===== config.mk =====
export PLATFORM = sky130hd
export DESIGN_NAME = load_store_unit
export DESIGN_NICKNAME = d
export VERILOG_FILES = /design/src/rtl/load_store_unit.sv
export SDC_FILE = /design/constraint.sdc
export NUM_CORES = 1
export LEC_CHECK = 0
export ABC_AREA = 1
export ABC_CLOCK_PERIOD_IN_PS = 2700
export CAP_MARGIN = 40
export CORE_ASPECT_RATIO = 1.1
export CORE_UTILIZATION = 51
export CTS_BUF_LIST = sky130_fd_sc_hd__clkbuf_8
export DETAILED_ROUTE_END_ITERATION = 8
export GPL_TIMING_DRIVEN = 0
export PLACE_DENSITY = 0.86
export SLEW_MARGIN = 20
export SYNTH_ARGS = -nofsm -noshare
export SYNTH_HDL_FRONTEND = slang
export SYNTH_SLANG_ARGS = --single-unit

===== constraint.sdc =====
create_clock -name clk -period 2.7 [get_ports clk]
set_input_delay 0.405 -clock clk [delete_from_list [all_inputs] [get_ports clk]]
set_output_delay 0.405 -clock clk [all_outputs]
set_load 0.1 [all_outputs]

===== src/rtl/load_store_unit.sv =====
// load_store_unit
//   Data-memory access unit for the RV32I core. Accepts one load or store per
//   request, steers store data into byte lanes with byte enables, runs a
//   req/gnt/rvalid handshake to data memory and extends load data for
//   write-back. Illegal and misaligned accesses complete with rsp_err set and
//   never reach memory.
//
// Ports
//   clk, rst_n                 clock, asynchronous active-low reset
//   req_valid/req_ready        request handshake from execute (ready in IDLE only)
//   req_we, req_funct3         1 = store; access size/sign (B,H,W,BU,HU)
//   req_addr, req_wdata        byte address, store data (value in low bits)
//   rsp_valid                  one-cycle completion pulse
//   rsp_rdata, rsp_err         extended load result / error flag
//   mem_req, mem_gnt           memory request, held until granted
//   mem_we, mem_be, mem_addr   registered write enable, byte enables, word address
//   mem_wdata                  registered lane-replicated store data
//   mem_rvalid, mem_rdata      load data return
module load_store_unit #(
  parameter int unsigned ADDR_W = 32
) (
  input  logic              clk,
  input  logic              rst_n,
  input  logic              req_valid,
  output logic              req_ready,
  input  logic              req_we,
  input  logic [2:0]        req_funct3,
  input  logic [ADDR_W-1:0] req_addr,
  input  logic [31:0]       req_wdata,
  output logic              rsp_valid,
  output logic [31:0]       rsp_rdata,
  output logic              rsp_err,
  output logic              mem_req,
  output logic              mem_we,
  output logic [3:0]        mem_be,
  output logic [ADDR_W-1:0] mem_addr,
  output logic [31:0]       mem_wdata,
  input  logic              mem_gnt,
  input  logic              mem_rvalid,
  input  logic [31:0]       mem_rdata
);

  typedef enum logic [1:0] {
    S_IDLE,
    S_REQ,
    S_WAIT,
    S_RESP
  } state_t;

  state_t state_q, state_d;

  // Latched request fields still needed after acceptance.
  logic       we_q;
  logic [2:0] f3_q;
  logic [1:0] off_q;

  logic        accept;
  logic        illegal;
  logic        misaligned;
  logic        acc_err;
  logic [3:0]  be_d;
  logic [31:0] wdata_d;
  logic [31:0] lane;
  logic [31:0] ld_ext;

  assign req_ready = (state_q == S_IDLE);
  assign accept    = req_valid & req_ready;
  assign mem_req   = (state_q == S_REQ);
  assign rsp_valid = (state_q == S_RESP);

  // Request decode, evaluated on the raw inputs in the accept cycle.
  always_comb begin
    if (req_we) begin
      illegal = req_funct3[2] | (req_funct3 == 3'b011);
    end else begin
      illegal = (req_funct3 == 3'b011) | (req_funct3[2:1] == 2'b11);
    end

    case (req_funct3[1:0])
      2'b01:   misaligned = req_addr[0];
      2'b10:   misaligned = (req_addr[1:0] != 2'b00);
      default: misaligned = 1'b0;
    endcase

    acc_err = illegal | misaligned;

    if (req_we) begin
      case (req_funct3[1:0])
        2'b00: begin
          be_d    = 4'b0001 << req_addr[1:0];
          wdata_d = {4{req_wdata[7:0]}};
        end
        2'b01: begin
          be_d    = 4'b0011 << req_addr[1:0];
          wdata_d = {2{req_wdata[15:0]}};
        end
        default: begin
          be_d    = 4'b1111;
          wdata_d = req_wdata;
        end
      endcase
    end else begin
      be_d    = 4'b1111;
      wdata_d = '0;
    end
  end

  // Load extraction from the returned word using the latched size/offset.
  always_comb begin
    lane = mem_rdata >> {off_q, 3'b000};
    case (f3_q)
      3'b000:  ld_ext = {{24{lane[7]}}, lane[7:0]};
      3'b001:  ld_ext = {{16{lane[15]}}, lane[15:0]};
      3'b100:  ld_ext = {24'h0, lane[7:0]};
      3'b101:  ld_ext = {16'h0, lane[15:0]};
      default: ld_ext = lane;
    endcase
  end

  always_comb begin
    state_d = state_q;
    case (state_q)
      S_IDLE: begin
        if (accept) begin
          state_d = acc_err ? S_RESP : S_REQ;
        end
      end
      S_REQ: begin
        if (mem_gnt) begin
          state_d = we_q ? S_RESP : S_WAIT;
        end
      end
      S_WAIT: begin
        if (mem_rvalid) begin
          state_d = S_RESP;
        end
      end
      default: state_d = S_IDLE;
    endcase
  end

  always_ff @(posedge clk or negedge rst_n) begin
    if (!rst_n) begin
      state_q <= S_IDLE;
    end else begin
      state_q <= state_d;
    end
  end

  // Memory-side and response registers are only non-zero in the state that
  // presents them, so they are loaded on entry and cleared on exit.
  always_ff @(posedge clk or negedge rst_n) begin
    if (!rst_n) begin
      we_q      <= 1'b0;
      f3_q      <= '0;
      off_q     <= '0;
      mem_we    <= 1'b0;
      mem_be    <= '0;
      mem_addr  <= '0;
      mem_wdata <= '0;
      rsp_rdata <= '0;
      rsp_err   <= 1'b0;
    end else begin
      case (state_q)
        S_IDLE: begin
          if (accept) begin
            we_q  <= req_we;
            f3_q  <= req_funct3;
            off_q <= req_addr[1:0];
            if (acc_err) begin
              rsp_err <= 1'b1;
            end else begin
              mem_we    <= req_we;
              mem_be    <= be_d;
              mem_addr  <= {req_addr[ADDR_W-1:2], 2'b00};
              mem_wdata <= wdata_d;
            end
          end
        end
        S_REQ: begin
          if (mem_gnt) begin
            mem_we    <= 1'b0;
            mem_be    <= '0;
            mem_addr  <= '0;
            mem_wdata <= '0;
          end
        end
        S_WAIT: begin
          if (mem_rvalid) begin
            rsp_rdata <= ld_ext;
          end
        end
        default: begin
          rsp_rdata <= '0;
          rsp_err   <= 1'b0;
        end
      endcase
    end
  end

endmodule


==> flow_summary.toml, run 1 <==
[setup_path]
cp_cell_sequence = "inv_1 -> ha_1 -> clkdlybuf4s50_1 -> buf_16"
critPathMaxFanout = 5
critical_path.startpoint = "state_q[0]"
cpMaxStageDelayCell = "clkdlybuf4s50_1"
cp.required_ns = 2.30
critical_path.top_delay_family = "buffers and inverters"
crit_buf_inv = 3
worst-setup-path-type = "reg2out"
critPathMaxStageDelay_ns = 0.67
r2r_start = "state_q[1]"
arrival_ns = 2.11
endpoint_kind = "output pin"
worstSetupStartpointType = "flip-flop"

[timing]
min_period_ns = 2.511
setup_viol = 0
fin_skew_ns = 0.02015
grt_setup_unrepaired = "no"
max_freq_mhz = 398.3
slew_viol_final = 0
tightest_slew_ns = 0.5425
fin_crit_sh_pct = 92.99
slew_headroom_pct = 63.84
final.hold.worst_slack_ns = 0.4608
hold_viol = 0

[global_routing]
globalRouteTotalUtil_pct = 40.31
grt_antenna_before_repair = 0
grt_overflow = 0
grt_max_degree = 75
grt_pass1_vias = 7573
grt_pass1_wl_um = 37670

[floorplanning]
start_util_pct = 52.43
fp.coreArea_um2 = 11490
ios = 210
rows = 41
dieArea_um2 = 12250
die_w_um = 105.6
chipHeight_um = 116.0

[logic_synthesis]
synthCells = 859
yosysSeqAreaShare_pct = 44.86
netlist.area_leader.share_pct = 44.86
syn_avg_cell_area_um2 = 7.013
syn_area_um2 = 6025
synthDistinctLibCells = 26
synth_edf_count = 0
yosys.area.top_type = "dfrtp_1"
synthTopCellsByArea = "dfrtp_1 (45%), nand2_1 (25%), nand3_1 (8.2%)"
ys_ff_latch = 108
dominantRegCellSynth = "dfrtp_1"
ys_top_cells_by_count = "nand2_1 (398), dfrtp_1 (108), nand3_1 (99)"
yosysMostFrequentCell = "nand2_1"
synthArstFlopShare_pct = 100.0
ys_warn_count = 0

[drt]
via_per_inst = 5.670
dr.pass1.iters = 8
ant_nets = 0
post_drt_wl_per_cell_um = 18.12
vias = 7586
drt_wl_total_um = 24250
detail_route.iter0.violations = 561
drc = 0

[clock_network]
clkTransAtPathRegs_ns = 0.14
cts_max_level = 3
postCtsSetupBuffers = 0
hold_buffers = 1
clk_latency_ns = 0.40
clkSinkCount = 108
numCtsBuffers = 9
cts_resized = 0
cts-root-buf = "clkbuf_8"
clockBufferDepth = 2
cts_tree = "yes"

[worst_hold_path]
worstHoldPathType = "in2async"

[placed_design]
numPortBuffers = 207
post-dp-hpwl_um = 18310
gp_congestion = 0.9375

[status]
status = "finished clean"

[finish]
syn2layout_area_growth_pct = 71.59
drive_above_1_share_pct = 13.38
nets = 1296
diodes = 0
fillCellCount = 541

[flow_run]
cap_violations = 0
## layer usage
metal / part of all wire [%] / vias to the layer above / track usage, %
met5: 0 / - / 0
met4: 7.2 / 0 / 26.85
met3: 8.5 / 165 / 7.199
met2: 51 / 586 / 72.76
met1: 34 / 3508 / 43.82
li1: - / 3327 / -
## area by class of cell
type	instances	area (um2)	area share, %
inverters	49	186.4	1.803
plain buffers	58	299.0	2.893
multi-input cells	645	2840	27.48
clock inverters	7	77.57	0.7504
well taps	150	187.7	1.816
repair buffers	312	3920	37.92
flip-flops and latches	108	2703	26.14
clock buffers	9	123.9	1.198
## cell usage in the layout (no fill, tap or decap), types with 9 or more instances in the layout
cell and count:
clkbuf_8 9, inv_1 45, buf_2 13, nand3b_1 31, nand3_1 99, o21ai_0 27
a21oi_1 16, clkdlybuf4s50_1 206, clkbuf_1 24, nor2_1 44, dfrtp_1 108, buf_16 22
buf_4 11, nand2_1 398, buf_8 82
## sequential cells by signal (all words and copies together) (netlist names)
register / flops
mem_be: 4
we_q: 1
rsp_err: 1
rsp_rdata: 32
off_q: 2
f3_q: 3
mem_addr: 30
state_q: 2
mem_we: 1
mem_wdata: 32
## final timing paths
path | slack [ns] | cells past startpoint | end
hold / removal | 0.46 | 2 | rsp_rdata[31]
max in group asynchronous | 1.51 | 3 | mem_wdata[29]
setup / recovery | 0.19 | 4 | req_ready
min in group clk | 0.49 | 2 | mem_addr[27]
setup reg to reg | 0.34 | 12 | mem_addr[18]
hold reg to reg | 0.49 | 2 | mem_addr[27]
## stage by stage
step                instance area (um2)  util [%]  worst slack, ns  cells  TNS, ns
CTS                               10340     89.96           0.2266   1338        0
finish                            10340     89.96           0.1893   1338        0
detailed placement                10130     88.12           0.1241   1321        0
global placement                   8288     72.13           -2.821   1217  -303.59
floorplan                          6028         -           0.1761    860        0
global route                      10340     89.96          0.08780   1338        0
## worst reg2reg max path, stage by stage (launching register included)
cell     delay, ns
dfrtp_1       0.44
inv_1         0.09
ha_1          0.22
buf_4         0.19
inv_4         0.09
or2_1         0.15
nand2_1       0.09
a21oi_2       0.23
nand2_1       0.18
buf_4         0.23
buf_6         0.16
nand2_1       0.06
nand2_1       0.09
## cells by family (layout without fill, tap and decap cells)
family                   after synthesis  count (layout)  share of synthesized area (%)
AND/OR/NAND/NOR                      586             586                          41.04
flip-flops                           108             108                          44.86
buffers and inverters                107             435                          8.058
AO/OA/AOI/OAI                         49              49                          4.320
adder cells (fa/ha/maj)                8               8                          1.662
other                                  1               2                        0.06225
Power of run 1 is left out: the tool's default activity adds up to more than one toggle a clock period on the data nets, which glitch-free logic cannot reach.
==> inputs of run 2 (changes only) <==
--- a/config.mk
+++ b/config.mk
@@ -9,10 +9,12 @@
 export ABC_CLOCK_PERIOD_IN_PS = 2700
 export CAP_MARGIN = 40
 export CORE_ASPECT_RATIO = 1.1
+export CORE_MARGIN = 3
 export CORE_UTILIZATION = 51
 export CTS_BUF_LIST = sky130_fd_sc_hd__clkbuf_8
 export DETAILED_ROUTE_END_ITERATION = 8
 export GPL_TIMING_DRIVEN = 0
+export HOLD_SLACK_MARGIN = 0.08
 export PLACE_DENSITY = 0.86
 export SLEW_MARGIN = 20
 export SYNTH_ARGS = -nofsm -noshare
==> flow_summary.toml, run 2 (same netlist as run 1, synthesis figures left out) <==
[clock_network]
cts_max_level = 3
cts_tree = "yes"
cts-root-buf = "clkbuf_8"
cts_resized = 0
numCtsBuffers = 9
clkSinkCount = 108
clockBufferDepth = 2
clkTransAtPathRegs_ns = 0.11
clk_latency_ns = 0.39

[finish]
diodes = 0
syn2layout_area_growth_pct = 73.67
reg_top3 = "mem_wdata x32, rsp_rdata x32, mem_addr x30"
final_cell_mix = "nand2_1 (398), clkdlybuf4s50_1 (206), dfrtp_1 (108)"
layout.cells.most_common = "nand2_1"
nets = 1296
finalCoreUtilization_pct = 91.05
drive_above_1_share_pct = 13.22

[drt]
ant_nets = 0
post_drt_wl_per_cell_um = 20.30
via_per_inst = 5.889
vias = 7880
drc = 0
dr.pass1.iters = 6
drt_wl_total_um = 27160
detail_route.iter0.violations = 841

[worst_hold_path]
worstHoldPathType = "in2async"

[timing]
slew_viol_final = 0
fin_crit_sh_pct = 93.91
setup_viol = 0
grt_setup_unrepaired = "no"
hold_viol = 0
min_period_ns = 2.536
max_freq_mhz = 394.4
tightest_slew_ns = 0.5610
slew_headroom_pct = 62.60
fin_skew_ns = 0.008658

[setup_path]
cpMaxStageDelayCell = "clkdlybuf4s50_1"
critPathMaxFanout = 5
critical_path.top_delay_family = "buffers and inverters"
arrival_ns = 2.13
critPathMaxStageDelay_ns = 0.64
r2r_start = "state_q[1]"
cp_cell_sequence = "inv_1 -> ha_1 -> clkdlybuf4s50_1 -> buf_16"
endpoint_kind = "output pin"
r2r-end = "mem_addr[22]"
worstSetupStartpointType = "flip-flop"
ff2ff_path_depth = 12
cp.required_ns = 2.30
worst-setup-path-type = "reg2out"
crit_buf_inv = 3
reg2reg_slack_ns = 0.34

[placed_design]
numPortBuffers = 207
post-dp-hpwl_um = 19930
gp_congestion = 0.9344

[floorplanning]
fp.coreArea_um2 = 11490
chipHeight_um = 120.0
rows = 41
die_w_um = 109.6
start_util_pct = 52.43
ios = 210
dieArea_um2 = 13150

[status]
status = "finished clean"

[global_routing]
grt_pass1_vias = 8345
globalRouteTotalUtil_pct = 43.56
grt_max_degree = 68
grt_pass1_wl_um = 43900
grt_antenna_before_repair = 0
grt_overflow = 0

[flow_run]
cap_violations = 0
[run 2: per-stage QoR]
stage	instance area [um2]	worst slack [ns]	std cells	setup TNS (ns)	hold WS [ns]
floorplan	6028	0.1761	860	0	0.1094
global placement	8288	-2.882	1217	-310.03	0.4530
detailed placement	10250	0.1187	1321	0	0.3525
CTS	10460	0.2150	1338	0	0.4861
global route	10460	0.1479	1338	0	0.5104
finish	10460	0.1643	1338	0	0.4853
[run 2: worst register-to-register path, cell delays in order, from the launching register on]
cell and delay [ns]:
dfrtp_1 0.45, inv_1 0.09, ha_1 0.23, buf_4 0.20
inv_4 0.09, or2_1 0.14, nand2_1 0.08, a21oi_2 0.24
nand2_1 0.18, buf_4 0.23, buf_6 0.16, nand2_1 0.09
nand2_1 0.09
[run 2: layout make-up]
cell class / count / area, um2
Inverter: 49 / 186.4
Buffer: 58 / 299.0
Tap cell: 150 / 187.7
Clock inverter: 6 / 63.81
Timing Repair Buffer: 312 / 4045
Sequential cell: 108 / 2703
Clock buffer: 10 / 137.6
Fill cell: 502 / 1028
Multi-Input combinational cell: 645 / 2840
[run 2: how the worst max path moves through the flow]
stage	startpoint	endpoint	slack (ns)	depth (start not counted)
after global placement	rst_n	mem_wdata[26]	-2.88	1
after detailed placement	req_funct3[1]	mem_addr[29]	0.12	13
after floorplan	state_q[1]	mem_addr[10]	0.18	12
after global routing	state_q[0]	req_ready	0.15	4
after CTS	state_q[0]	req_ready	0.21	4
final	state_q[1]	req_ready	0.16	4
[run 2: what timing repair did]
action / in CTS / in global routing
hold buffers: 1 / 0
hold endpoints to repair: 41 / 0
endpoints found under the setup margin: 0 / 0
setup buffers: 0 / 0
[run 2: routing by layer]
| layer | vias up | share of wire [%] | global-route usage [%] |
|---|---|---|---|
| li1 | 3336 | - | - |
| met1 | 3589 | 32 | 46.81 |
| met2 | 729 | 49 | 71.68 |
| met3 | 226 | 11 | 12.91 |
| met4 | 0 | 8.5 | 31.41 |
| met5 | - | 0 | 0 |
Power of run 2 is left out for the same reason.
==> inputs of run 3 (changes only) <==
--- a/config.mk
+++ b/config.mk
@@ -6,16 +6,17 @@
 export NUM_CORES = 1
 export LEC_CHECK = 0
 export ABC_AREA = 1
-export ABC_CLOCK_PERIOD_IN_PS = 2700
+export ABC_CLOCK_PERIOD_IN_PS = 2400
 export CAP_MARGIN = 40
-export CORE_ASPECT_RATIO = 1.1
+export CORE_ASPECT_RATIO = 2
 export CORE_MARGIN = 3
-export CORE_UTILIZATION = 51
+export CORE_UTILIZATION = 47
 export CTS_BUF_LIST = sky130_fd_sc_hd__clkbuf_8
 export DETAILED_ROUTE_END_ITERATION = 8
+export GPL_ROUTABILITY_DRIVEN = 0
 export GPL_TIMING_DRIVEN = 0
 export HOLD_SLACK_MARGIN = 0.08
-export PLACE_DENSITY = 0.86
+export PLACE_DENSITY = 0.8
 export SLEW_MARGIN = 20
 export SYNTH_ARGS = -nofsm -noshare
 export SYNTH_HDL_FRONTEND = slang
==> constraint.sdc (replaced) <==
create_clock -name clk -period 2.4 [get_ports clk]
set_input_delay 0.36 -clock clk [delete_from_list [all_inputs] [get_ports clk]]
set_output_delay 0.36 -clock clk [all_outputs]
set_load 0.1 [all_outputs]
==> flow_summary.toml, run 3 (same netlist as run 1, synthesis figures left out) <==
[setup_path]
endpoint_kind = "output pin"
arrival_ns = 1.92
cp.required_ns = 2.04
r2r_start = "state_q[1]"
r2r-end = "rsp_rdata[19]"
critPathMaxFanout = 5
worst-setup-path-type = "reg2out"
reg2reg_slack_ns = 0.22
worstSetupStartpointType = "flip-flop"
ff2ff_path_depth = 11

[timing]
tightest_slew_ns = 0.5501
slew_viol_final = 0
min_period_ns = 2.285
grt_setup_unrepaired = "no"
fin_crit_sh_pct = 95.20
fin_skew_ns = 0.02283
setup_viol = 0
final.hold.worst_slack_ns = 0.4640
max_freq_mhz = 437.7
hold_viol = 0
slew_headroom_pct = 63.32

[placed_design]
post-dp-hpwl_um = 19570
placed_area_um2 = 10310
numPortBuffers = 207

[clock_network]
clockBufferDepth = 2
numCtsBuffers = 9
cts_max_level = 3
clk_latency_ns = 0.40
postCtsSetupBuffers = 0
clkTransAtPathRegs_ns = 0.12
clkSinkCount = 108
cts-root-buf = "clkbuf_8"
cts_tree = "yes"

[finish]
finalCoreUtilization_pct = 85.17
reg_top3 = "mem_wdata x32, rsp_rdata x32, mem_addr x30"
layout.cells.most_common = "nand2_1"
fillCellCount = 661
syn2layout_area_growth_pct = 74.43
fin_area_um2 = 10510
diodes = 0
nets = 1296
drive_above_1_share_pct = 13.55
seqCellArea_um2 = 2703
multi_input_area_um2 = 2845
final_cell_mix = "nand2_1 (398), clkdlybuf4s50_1 (206), dfrtp_1 (108)"

[drt]
detail_route.iter0.violations = 587
drc = 4
vias = 7233
drt_wl_total_um = 24370
dr.pass1.iters = 9
post_drt_wl_per_cell_um = 18.26
via_per_inst = 5.418
ant_nets = 0

[floorplanning]
dieArea_um2 = 14290
chipHeight_um = 166.1
rows = 57
fp.coreArea_um2 = 12340
start_util_pct = 48.83
ios = 210
die_w_um = 86.06

[flow_run]
cap_violations = 0

[global_routing]
grt_pass1_vias = 7763
grt_overflow = 0
grt_max_degree = 56
grt_antenna_before_repair = 0
globalRouteTotalUtil_pct = 34.75
grt_pass1_wl_um = 38660

[status]
violations = "DRC"
status = "finished with violations"

[worst_hold_path]
worstHoldPathType = "in2async"
-- run 3: cell count changes in the layout (fill, tap and decap cells not counted) --
cell        delta
clkbuf_2       +1
inv_8          +2
clkbuf_1       -1
clkinv_4       -1
bufinv_16      -1
buf_8          -5
buf_16         +5
clkbuf_8       -1
ha_2           +2
clkinvlp_4     +2
ha_1           -2
inv_1          -1
-- run 3: area by class of cell --
| type | count | share of cell area (%) |
|---|---|---|
| well taps | 147 | 1.750 |
| clock buffers | 9 | 1.179 |
| repair buffers | 312 | 39.09 |
| flip-flops and latches | 108 | 25.72 |
| clock inverters | 7 | 0.5596 |
| plain buffers | 58 | 2.857 |
| inverters | 49 | 1.774 |
| multi-input cells | 645 | 27.07 |
-- run 3: worst max-delay path by stage --
| stage | from | endpoint | depth (start not counted) |
|---|---|---|---|
| detailed placement | req_funct3[1] | mem_be[2] | 12 |
| CTS | state_q[0] | req_ready | 4 |
| global route | state_q[1] | req_ready | 4 |
| global placement | rst_n | mem_addr[21] | 1 |
| finish | state_q[0] | req_ready | 4 |
| floorplan | state_q[1] | mem_addr[10] | 12 |
-- run 3: per-stage QoR --
| stage | instances | setup TNS, ns | setup WS (ns) |
|---|---|---|---|
| after floorplan | 860 | 0 | 0.2002 |
| after global placement | 1214 | -349.44 | -3.197 |
| after detailed placement | 1318 | -4.465 | -0.1331 |
| after CTS | 1335 | 0 | 0.1074 |
| after global routing | 1335 | 0 | 0.04484 |
| final | 1335 | 0 | 0.1152 |
-- run 3: critical path, cell delays in order (launching register included) --
cell and delay (ns):
dfrtp_1 0.44, inv_1 0.10, ha_2 0.23, clkdlybuf4s50_1 0.59, buf_16 0.19
-- run 3: what timing repair did --
action,CTS,global route
resized for setup,0,2
hold buffers,1,0
hold endpoints to repair,53,0
setup endpoints to repair,0,1
-- run 3: per-layer routing --
metal	up-vias	part of all wire [%]	track usage (%)
li1	3336	-	-
met1	3353	32	34.16
met2	404	55	64.54
met3	140	6.0	5.511
met4	0	7.4	22.12
met5	-	0	0
Power of run 3 is left out for the same reason.
